<file path="src/rtl/check_session_arbiter.sv">
// check_session_arbiter: round-robin owner of one shared begin/end nesting checker,
// streaming one whole message per grant and reporting the sampled verdict to its owner.
module check_session_arbiter #(
    parameter int MAX_LEN = 64
) (
    input  logic       i_clk,
    input  logic       i_reset,
    input  logic       i_req0_valid,
    input  logic [7:0] i_req0_data,
    input  logic       i_req0_last,
    output logic       o_req0_ready,
    input  logic       i_req1_valid,
    input  logic [7:0] i_req1_data,
    input  logic       i_req1_last,
    output logic       o_req1_ready,
    output logic       o_chk_rst,
    output logic       o_chk_en,
    output logic [7:0] o_chk_in,
    input  logic       i_chk_result,
    output logic       o_done_valid,
    output logic       o_done_id,
    output logic       o_done_ok,
    output logic       o_done_ovf
);
    localparam int CW = $clog2(MAX_LEN + 1);

    typedef enum logic [2:0] {IDLE, CLEAR, STREAM, DRAIN, SAMPLE} state_t;

    state_t          r_state;
    logic            r_grant, r_last_id, r_ovf;
    logic [CW-1:0]   r_cnt;
    logic            r_rdy0, r_rdy1, r_chk_rst, r_chk_en;
    logic [7:0]      r_chk_in;
    logic            r_done_valid, r_done_id, r_done_ok, r_done_ovf;
    logic            w_hs, w_last, w_end, w_gnt;
    logic [7:0]      w_data;

    assign w_hs   = r_grant ? (i_req1_valid & r_rdy1) : (i_req0_valid & r_rdy0);
    assign w_data = r_grant ? i_req1_data : i_req0_data;
    assign w_last = r_grant ? i_req1_last : i_req0_last;
    assign w_end  = w_last | (r_cnt == CW'(MAX_LEN - 1));
    // Contention goes to the requester that did not own the previous message.
    assign w_gnt  = (i_req0_valid & i_req1_valid) ? ~r_last_id : i_req1_valid;

    always_ff @(posedge i_clk or posedge i_reset) begin
        if (i_reset) begin
            r_state      <= IDLE;
            r_grant      <= 1'b0;
            r_last_id    <= 1'b1;
            r_ovf        <= 1'b0;
            r_cnt        <= '0;
            r_rdy0       <= 1'b0;
            r_rdy1       <= 1'b0;
            r_chk_rst    <= 1'b1;
            r_chk_en     <= 1'b0;
            r_chk_in     <= 8'h00;
            r_done_valid <= 1'b0;
            r_done_id    <= 1'b0;
            r_done_ok    <= 1'b0;
            r_done_ovf   <= 1'b0;
        end else begin
            r_chk_rst    <= 1'b0;
            r_chk_en     <= 1'b0;
            r_done_valid <= 1'b0;
            case (r_state)
                IDLE: if (i_req0_valid | i_req1_valid) begin
                    r_grant   <= w_gnt;
                    r_chk_rst <= 1'b1;
                    r_state   <= CLEAR;
                end
                CLEAR: begin
                    r_cnt   <= '0;
                    r_ovf   <= 1'b0;
                    r_rdy0  <= ~r_grant;
                    r_rdy1  <= r_grant;
                    r_state <= STREAM;
                end
                STREAM: if (w_hs) begin
                    r_chk_in <= w_data;
                    r_chk_en <= 1'b1;
                    r_cnt    <= r_cnt + 1'b1;
                    if (w_end) begin
                        r_rdy0  <= 1'b0;
                        r_rdy1  <= 1'b0;
                        r_ovf   <= ~w_last;
                        r_state <= DRAIN;
                    end
                end
                DRAIN: r_state <= SAMPLE;
                SAMPLE: begin
                    r_done_valid <= 1'b1;
                    r_done_id    <= r_grant;
                    r_done_ok    <= i_chk_result & ~r_ovf;
                    r_done_ovf   <= r_ovf;
                    r_last_id    <= r_grant;
                    r_state      <= IDLE;
                end
                default: r_state <= IDLE;
            endcase
        end
    end

    assign o_req0_ready = r_rdy0;
    assign o_req1_ready = r_rdy1;
    assign o_chk_rst    = r_chk_rst;
    assign o_chk_en     = r_chk_en;
    assign o_chk_in     = r_chk_in;
    assign o_done_valid = r_done_valid;
    assign o_done_id    = r_done_id;
    assign o_done_ok    = r_done_ok;
    assign o_done_ovf   = r_done_ovf;
endmodule

</file>
<file path="config.mk">
export PLATFORM = sky130hd
export DESIGN_NAME = check_session_arbiter
export DESIGN_NICKNAME = d
export VERILOG_FILES = /design/src/rtl/check_session_arbiter.sv
export SDC_FILE = /design/constraint.sdc
export NUM_CORES = 1
export LEC_CHECK = 0
export BUFFER_PORTS_ARGS = -buffer_cell sky130_fd_sc_hd__buf_2
export CAP_MARGIN = 40
export CORE_MARGIN = 3
export CORE_UTILIZATION = 40
export CTS_CLUSTER_DIAMETER = 30
export DETAILED_ROUTE_END_ITERATION = 8
export GPL_TIMING_DRIVEN = 0
export HOLD_SLACK_MARGIN = 0.05
export MAX_ROUTING_LAYER = met4
export PLACE_DENSITY = 0.65
export SYNTH_ARGS = -nofsm -noshare
export SYNTH_HDL_FRONTEND = slang
export SYNTH_SLANG_ARGS = --single-unit
export TNS_END_PERCENT = 100
</file>
<file path="constraint.sdc">
create_clock -name i_clk -period 4.4 [get_ports i_clk]
set_input_delay 0.22 -clock i_clk [delete_from_list [all_inputs] [get_ports i_clk]]
set_output_delay 0.22 -clock i_clk [all_outputs]
set_load 0.01 [all_outputs]
</file>
==> out/results.ini <==
[outcome]
status = completed

[logic_synthesis]
async_reset_ff_frac = 1.000
synth_edf_count = 0
yosys_warnings = 0
synthesis.nets = 154
syn_inst = 130
netlist_area_sq_um = 1359
synth-seq-cells = 29
synth_ff_type = dfrtp_1
avgSynthCellArea_sq_um = 10.45
ys_seq_area_frac = 0.5359
ys_types = 33

[placed_design]
dpl.hpwl_mm = 2.167
place_area_sq_um = 1619
place_congestion = 0.8297
port_buffers = 38

[setup_path]
worstSetupEndpointType = flop
crit_arrival_ps = 1960
r2r-start = r_cnt[0]
critPathCapture = o_req0_ready
reg2regPathDepth = 5
crit_fanout = 5
cp-startpoint = r_cnt[0]
critical_path_required_ps = 4590
worstSetupPathType = flop to flop
r2r_setup_slack_ps = 2630
r2r-end = o_req0_ready
startpoint_type = flop

[routing]
drt_first_pass_iters = 4
wire_per_inst_um = 12.62
viasPerCell = 5.050
drc = 0
drt-total-wl_mm = 2.802
drt_iter0_drc = 45
ant_nets = 0
num_vias = 1121

[finish]
num_antenna_cells = 0
area_delta_synth_final_pct = 26.15
ff_latch_area_sq_um = 728.2
drive_gt1_frac = 0.3090
final_cell_mix = buf_2 (38), dfrtp_1 (27), nand2_1 (25)
post-route-util = 0.5437
multi_input_area_sq_um = 589.3
finalNetCount = 201
design_area_sq_um = 1714
fill_cells = 296
final_common_cell = buf_2

[clock_tree]
cts_buffers = 5
cts-resized-gates = 0
clockRootBuffer = clkbuf_4
cts_sinks = 29
htreeDepth = 2
path_clk_slew_ps = 90
cts_tree = built
clock_latency_ps = 320
clockBufferDepth = 2

[power_and_ir_drop]
p_comb_frac = 0.379
p_seq_frac = 0.410
p_switching_mw = 0.3892
total_power_mw = 1.073
intPower_mw = 0.6840
p_leak_nw = 0.8775
p_sw_frac = 0.3626
power.density_nw_per_um2 = 626.1
p_clk_frac = 0.212
peakVddDrop_uv = 307.5

[global_routing]
grtUsageMet2 = 0.2487
met3_usage = 0.05975
grt-ovfl-total = 0
grt_usage = 0.1561
grt_pass1_wl_mm = 4.843
grt_max_degree = 17
gr-max-usage-layer = met2
met1_usage = 0.1864
grt_antenna_before_repair = 0
grt_pass1_vias = 1084

[min_path]
hp-class = input pin to flop

[floorplan]
fp-row-count = 20
fp.coreArea_sq_um = 3153
die_x_um = 64.29
die_h_um = 64.29
pin_count = 39
die_area_sq_um = 4133
start_util = 0.4310

[timing]
finalMaxSlewViolations = 0
fin_crit_ps = 1770
rsz0062_at_grt = no
fmax_ghz = 0.5649
fin_skew_ps = 9.481
finalSetupTns_ps = 0
whs_ps = 140.5
finalSetupViolCount = 0
post-route-period-util = 0.4023
worstMarginPinSlew_ps = 664.9
hold_viol = 0
slew_headroom = 0.5567

[flow_run]
maxCapViolations = 0

## final cells by class
class                      count  area share
multi-input combinational     93      0.3438
tap                           44     0.03212
buffer                         5     0.01752
inverter                       3    0.006569
sequential                    29      0.4248
clock buffer                   7     0.03212
clock inverter                 1     0.01752
timing repair buffer          40      0.1255
## critical path: stages, from the launching register on
cell	delay (ps)
dfrtp_1	400
ha_1	180
nand3_1	170
o31a_1	340
a211oi_1	370
o21ai_0	160
## state kept, by name, indices dropped and copies added, names as in the netlist
register and cells:
o_req0_ready 1, r_last_id 1, o_chk_en 1, o_chk_in 8, o_done_valid 1, o_done_ovf 1, r_cnt 7, o_done_ok 1
o_chk_rst 1, r_ovf 1, o_done_id 1, r_grant 1, o_req1_ready 1, r_state 3
## Yosys cell counts (all sizes together) (2+ instances only)
master	instances	area, sq um
a211oi	2	15.01
a21o	2	15.01
a21oi	5	25.02
buf	2	18.77
clkbuf	3	11.26
dfrtp	27	675.7
dfstp	2	52.55
inv	3	11.26
mux2i	10	100.1
nand2	25	93.84
nand2b	3	18.77
nand3	4	20.02
nor2	6	22.52
nor3	2	10.01
o21ai	14	70.07
o31ai	3	22.52
or4	2	15.01
## through the flow
stage,cells,worst slack (ps)
2_1_floorplan,130,2788
3_3_place_gp,212,2683
3_5_place_dp,213,2665
4_1_cts,222,2635
5_1_grt,222,2469
6_report,222,2630
## logic make-up after synthesis
kind of cell               count (synthesis)  synth area share
DFF                                       29            0.5359
xor gates and xnor gates                   1          0.006447
and+or+nand+nor                           48            0.1888
adders and majority gates                  1          0.009207
muxes                                     11           0.08195
buffers and inverters                      8           0.03039
AOI/OAI and AO/OA                         32            0.1473
## layer usage
| metal | vias to the layer above | wire [um] |
|---|---|---|
| met4 | 0 | 17 |
| met3 | 2 | 173 |
| met1 | 528 | 1297 |
| met2 | 34 | 1314 |
| li1 | 557 | - |
| met5 | - | 0 |
## power groups by stage
stage | combinational, mW | clock [mW] | sequential, mW
floorplan | 0.251 | 0 | 0.463
global placement | 0.400 | 0 | 0.441
detailed placement | 0.412 | 0 | 0.444
CTS | 0.413 | 0.232 | 0.440
global route | 0.458 | 0.247 | 0.454
finish | 0.407 | 0.227 | 0.440
## worst min-delay path by stage
stage	depth (start not counted)	end	slack (ps)	startpoint
2_1_floorplan	1	o_chk_en	300	i_reset
3_3_place_gp	2	r_last_id	450	r_last_id
3_5_place_dp	2	o_chk_in[1]	330	i_reset
4_1_cts	3	o_done_ok	130	i_chk_result
5_1_grt	3	o_done_ok	130	i_chk_result
6_report	3	o_done_ok	140	i_chk_result
## what timing repair did
action                                  4_1_cts  5_1_grt
endpoints found under the setup margin        0        0
hold endpoints to repair                     13        0
setup buffers                                 0        0
hold buffers                                  1        0
No activity file was read; power rests on OpenSTA's default activity.
